### src/rtl/l2_rr_arbiter.sv
// Round-robin arbiter that shares the L2 cache port between the icache and dcache miss paths.
// Each grant is held until l2_resp and is followed by a one-cycle release bubble; a watchdog flags stalls.
module l2_rr_arbiter #(
  parameter int s_line  = 256,
  parameter int s_addr  = 32,
  parameter int TIMEOUT = 1023
) (
  input  logic              clk,
  input  logic              rst,
  input  logic              i_read,
  input  logic [s_addr-1:0] i_address,
  output logic [s_line-1:0] i_rdata,
  output logic              i_resp,
  input  logic              d_read,
  input  logic              d_write,
  input  logic [s_addr-1:0] d_address,
  input  logic [s_line-1:0] d_wdata,
  output logic [s_line-1:0] d_rdata,
  output logic              d_resp,
  output logic              l2_read,
  output logic              l2_write,
  output logic [s_addr-1:0] l2_address,
  output logic [s_line-1:0] l2_wdata,
  input  logic [s_line-1:0] l2_rdata,
  input  logic              l2_resp,
  output logic              timeout_err
);

  typedef enum logic [1:0] {IDLE, GNT_I, GNT_D, RELEASE} state_t;

  localparam logic [9:0] TMO = 10'(TIMEOUT);

  state_t     state;
  logic       last_gnt;   // 0 = icache served last, 1 = dcache served last
  logic [9:0] wait_cnt;
  logic       i_req;
  logic       d_req;
  logic       granted;

  assign i_req   = i_read;
  assign d_req   = d_read | d_write;
  assign granted = (state == GNT_I) || (state == GNT_D);

  always_ff @(posedge clk or posedge rst) begin
    if (rst) begin
      state       <= IDLE;
      last_gnt    <= 1'b1;
      wait_cnt    <= '0;
      timeout_err <= 1'b0;
    end else begin
      case (state)
        IDLE: begin
          wait_cnt <= '0;
          if (i_req && d_req)
            state <= last_gnt ? GNT_I : GNT_D;
          else if (i_req)
            state <= GNT_I;
          else if (d_req)
            state <= GNT_D;
        end
        // A dropped request (abort) releases the port exactly like a completion.
        GNT_I: begin
          if (l2_resp || !i_req) begin
            state    <= RELEASE;
            last_gnt <= 1'b0;
          end
        end
        GNT_D: begin
          if (l2_resp || !d_req) begin
            state    <= RELEASE;
            last_gnt <= 1'b1;
          end
        end
        RELEASE: state <= IDLE;
        default: state <= IDLE;
      endcase

      // Watchdog: count stalled grant cycles, saturate at TMO; the flag is sticky.
      if (granted && !l2_resp) begin
        if (wait_cnt != TMO)
          wait_cnt <= wait_cnt + 10'd1;
        if (wait_cnt >= TMO - 10'd1)
          timeout_err <= 1'b1;
      end
    end
  end

  always_comb begin
    l2_read    = 1'b0;
    l2_write   = 1'b0;
    l2_address = '0;
    l2_wdata   = '0;
    i_resp     = 1'b0;
    i_rdata    = '0;
    d_resp     = 1'b0;
    d_rdata    = '0;
    case (state)
      GNT_I: begin
        l2_read    = i_read;
        l2_address = i_address;
        i_resp     = l2_resp;
        i_rdata    = l2_rdata;
      end
      GNT_D: begin
        // Write wins when both d_read and d_write are (illegally) high.
        l2_read    = d_read & ~d_write;
        l2_write   = d_write;
        l2_address = d_address;
        l2_wdata   = d_wdata;
        d_resp     = l2_resp;
        d_rdata    = l2_rdata;
      end
      default: ;
    endcase
  end

endmodule

### config.mk
export PLATFORM = sky130hd
export DESIGN_NAME = l2_rr_arbiter
export DESIGN_NICKNAME = d
export VERILOG_FILES = /design/src/rtl/l2_rr_arbiter.sv
export SDC_FILE = /design/constraint.sdc
export NUM_CORES = 1
export LEC_CHECK = 0
export ABC_AREA = 1
export ABC_CLOCK_PERIOD_IN_PS = 4800
export CAP_MARGIN = 5
export CORE_AREA = 2 2 532 534
export CTS_CLUSTER_SIZE = 14
export DETAILED_ROUTE_END_ITERATION = 8
export DIE_AREA = 0 0 534 536
export GPL_TIMING_DRIVEN = 0
export SYNTH_ARGS = -nofsm -noshare
export SYNTH_HDL_FRONTEND = slang
export SYNTH_SLANG_ARGS = --single-unit
### constraint.sdc
create_clock -name clk -period 4.8 [get_ports clk]
set_clock_uncertainty 0.2 [all_clocks]
set_input_delay 0.48 -clock clk [delete_from_list [all_inputs] [get_ports clk]]
set_output_delay 0.48 -clock clk [all_outputs]
set_load 0.005 [all_outputs]
# Word level (Yosys, flattened, before mapping)
# Index checks and enable logic that the tools add are counted.
[totals] output_inout_bits=805 word_cells=50 reg_bits=14 input_bits=582
[classes] eq_ne=7 bitwise_logic=3 mux=21 addsub=1 magnitude_cmp=1 reduce_logical=13
[op_table] operator="2-to-1 mux 256 bit" n=3
[op_table] operator="one-hot mux 32 bit (2 select lines)" n=1
[op_table] operator="2-to-1 mux 10 bit" n=3
[op_table] operator="2-to-1 mux 2 bit" n=6
[op_table] operator="adder 10 x 1 -> 10 bit (second input constant)" n=1
[op_table] operator=">= comparator 10 bit (second input constant)" n=1
[op_table] operator="!= test 10 bit (second input constant)" n=1
[op_table] operator="one-hot mux 2 bit (4 select lines)" n=1
[op_table] operator="AND reduction 3 bit" n=2
[op_table] operator="2-to-1 mux 1 bit" n=5
[op_table] operator="== test 2 bit (second input constant)" n=2
[op_table] operator="!= test 2 x 1 -> 1 bit (second input constant)" n=2
[op_table] operator="!= test 4 bit (second input constant)" n=1
[op_table] operator="one-hot mux 1 bit (2 select lines)" n=2
[op_table] operator="zero test 1 bit" n=3
[op_table] operator="logical OR 1 bit" n=3
[op_table] operator="== test 2 x 1 -> 1 bit (second input constant)" n=1
[op_table] operator="logical AND 1 bit" n=2
[op_table] operator="zero test 2 bit" n=1
[op_table] operator="AND reduction 2 bit" n=1
[op_table] operator="nonzero test 2 bit" n=1
[op_table] operator="bitwise AND 1 bit" n=1
[op_table] operator="NOT 1 bit" n=1
[op_table] operator="bitwise OR 1 bit" n=1

# Logic depth before layout (Yosys ltp)
[logic_depth] word_depth=5 depth_mapped=8 mapped_depth_nobuf=8

# Worst setup path after synthesis
# No wires, ideal clock.
[synth_path] path_kind="flip-flop to output port" from="reg state[0]" to="out l2_address[10]" n_path_buf=3 slack_ns=2.831 t_arrival_ns=1.289 stages_incl_launch_ff=8 cell_sequence="dfrtp_1 -> inv_1 -> ha_1 -> buf_2 -> buf_2 -> buf_2 -> nand2_1 -> a21oi_1"
[synth_between] elab_chain_cells=2 word_cells_on_any_way=3 cone_classes="eq/ne: 2; mux: 1"
[synth_lines] element="start: declaration" line="33" text="state_t state;"
[synth_lines] element="start signal: assignment" line="55" text="state <= last_gnt ? GNT_I : GNT_D;"
[synth_lines] element="== test 2 bit / == test 2 x 1 -> 1 bit (equally long branches)" line="97" text="case (state)"
[synth_lines] element="one-hot mux 32 bit (2 select lines) (*)" line="97"
[synth_lines] element="end: declaration" line="22" text="output logic [s_addr-1:0] l2_address,"
# Mark *: on every way between the ends. The rest lies on a longest branch, timed or not.

# Worst setup path after layout
[layout_path] from="reg state[0]" to="out l2_address[28]"
# Same word-level chain as after synthesis.

==> flow_summary.toml <==
[timing]
totalNegativeSetupSlack_ps = 0
post-route-period-util_pct = 92.36
max_freq_ghz = 0.2256
finalSetupViolCount = 0
final_max_slew_viol_count = 0
slew_headroom_pct = 32.32
final_hold_viol_count = 0
setup_ws_ps = 366.5
period_needed_ps = 4433
holdWs_ps = 263.2
rsz0062_at_grt = "no"
tightest_slew_ps = 1012

[critical_path]
cp_slowest_cell = "clkdlybuf4s50_1"
cp_top_family = "buffers and inverters"
cp-end-kind = "primary output"
r2r_end = "last_gnt"
critPathKind = "reg -> out"
worst-path-buf-inv = 5
cp_cell_sequence = "inv_1 > ha_1 > buf_2 > buf_2 > buf_2 > nand2_1 > a21oi_1 > clkdlybuf4s50_1"
reg2reg_depth = 6
worst-path-max-fanout = 10
cp_common_cell = "buf_2"
slowest_delay_ps = 630
arrival_ps = 3750
required_ps = 4120
ff2ff_setup_slack_ps = 2530
critPathLaunchType = "flip-flop"
reg2reg_from = "state[1]"

[outcome]
status = "finished, final reports clean"

[routing]
drc_errors = 0
postRouteAntennaNets = 0
drt-pass1-iter-count = 7
routed_wl_mm = 238.4
vias = 18050
initialDrtViolationCount = 1624
wl_per_cell_um = 33.71
via_per_inst = 2.552

[global_route]
grt_use_total_pct = 15.86
antenna_found_initial = 206
grt_pass1_wl_mm = 270.1
grt_pass1_vias = 16060
grt-ovfl-total = 0
grt_max_degree = 15

[cts]
cts_buffer_depth = 2
path_clk_slew_ps = 50
cts_tree = "yes"
cts_sinks = 14
clockRootBuffer = "clkbuf_16"
cts_made_buffers = 3
hold_buffers = 0
clkLatencyLatePin_ps = 250
htree_levels = 1

[pwr]
p_per_area_nw_per_um2 = 424.2
finalPower_mw = 11.23
p_leak_nw = 14.18
ir_drop_v = 0.0005218

[synth]
syn-num-nets = 2457
synthCells = 1869
syn_avg_cell_area_um2 = 4.098
synth_area_leaders = "nand2_1 (43%), inv_1 (39%), buf_2 (5.8%), dfrtp_1 (4.2%), a21oi_1 (2.2%)"
yosysWarnings = 0
ys_types = 24
netlist_area_um2 = 7660
ys_seq_elements = 14
synth-edff-count = 0
ys_async_sr_fraction_pct = 100.0
yosys.area.top_type_share_pct = 42.88
ys_seq_area_share_pct = 4.590
synth_ff_type = "dfrtp_1"
synth_top_cell_by_area = "nand2_1"

[hold_path]
min_path_cells = 2
min_path_type = "reg -> reg"
min_to = "last_gnt"
min_from = "last_gnt"

[floorplanning]
die_h_um = 536
start_util_pct = 2.728
coreArea_um2 = 280800
die-area_um2 = 286200
io_pins = 1387
die_w_um = 534
rows = 195

[cells_and_area]
mostFrequentLayoutCells = "clkdlybuf4s50_1 (1386), nand2_1 (875), inv_1 (793), buf_2 (89), a21oi_1 (33)"
nNetsFinal = 3848
fin_cells = 7072
drive_above_1_share_pct = 3.345
utilization_pct = 9.431
syn2layout_area_growth_pct = 245.8
nFillCells = 33140
final_area_um2 = 26490
final_common_cell = "clkdlybuf4s50_1"

[placement]
place_ws_ps = 231.2
place.detailed.hpwl_mm = 227.7
dp_cells = 6998
io_buffers = 1386
placed_area_um2 = 26220
gp_congestion = 1.203

[run]
cap_violations = 0
worst reg2reg max path, cell delays in order, from the launching register on:
cell	delay, ps
dfrtp_1	400
inv_1	120
ha_1	420
clkbuf_1	770
nand3_1	140
nand2_1	100
nand2_1	50
registers in the layout (all words and copies together), names as in the netlist:
register / cells
last_gnt: 1
state: 2
wait_cnt: 10
timeout_err: 1
Yosys cell counts (all sizes together), types with 2 or more instances:
library cell  count
a21oi            34
nand2           878
buf              89
nor2             15
o21ai             7
dfrtp            13
nand4             2
xor2              4
nand3            16
inv             795
clkbuf            7
ha                6
layout make-up:
| cell class | instances | area [um2] | area share (%) |
|---|---|---|---|
| well taps | 3743 | 4683 | 17.68 |
| diodes | 70 | 175.2 | 0.6614 |
| flip-flops and latches | 14 | 351.6 | 1.327 |
| plain buffers | 96 | 473.0 | 1.786 |
| repair buffers | 1386 | 13870 | 52.38 |
| inverters | 795 | 2987 | 11.28 |
| clock buffers | 4 | 88.84 | 0.3354 |
| multi-input cells | 964 | 3854 | 14.55 |
routing by layer:
metal / vias to the layer above / track usage, % / part of all wire [%]
met5: - / 0.3664 / 0.40
li1: 7703 / - / -
met2: 1679 / 25.11 / 44
met4: 124 / 5.316 / 4.2
met3: 437 / 9.951 / 15
met1: 8104 / 17.16 / 37
cells by family after synthesis:
family	synth area share, %
xor gates and xnor gates	0.4573
DFF	4.590
AOI/OAI and AO/OA	3.022
buffers and inverters	45.15
and+or+nand+nor	45.80
adders and majority gates	0.9800
how the worst max path moves through the flow:
stage               slack (ps)  cells past startpoint     start              to
global placement           130                      7  state[1]     i_rdata[96]
global route               190                      8  state[0]  l2_address[28]
CTS                        150                      8  state[0]      d_rdata[1]
floorplan                 2830                      7  state[0]  l2_address[10]
detailed placement         230                      8  state[0]   l2_address[1]
finish                     370                      8  state[0]  l2_address[28]
power by group:
group	leakage, nW	switching (mW)	internal [mW]
logic	14.0	6.50	4.39
registers	0.181	0.0196	0.145
clock network	0.0446	0.0534	0.127
what timing repair did:
item	CTS	global route
hold endpoints to repair	0	0
endpoints found under the setup margin	1	0
gates resized for setup	1	0
buffers inserted	0	0
Note: power is estimated with default switching activity, not from simulation.
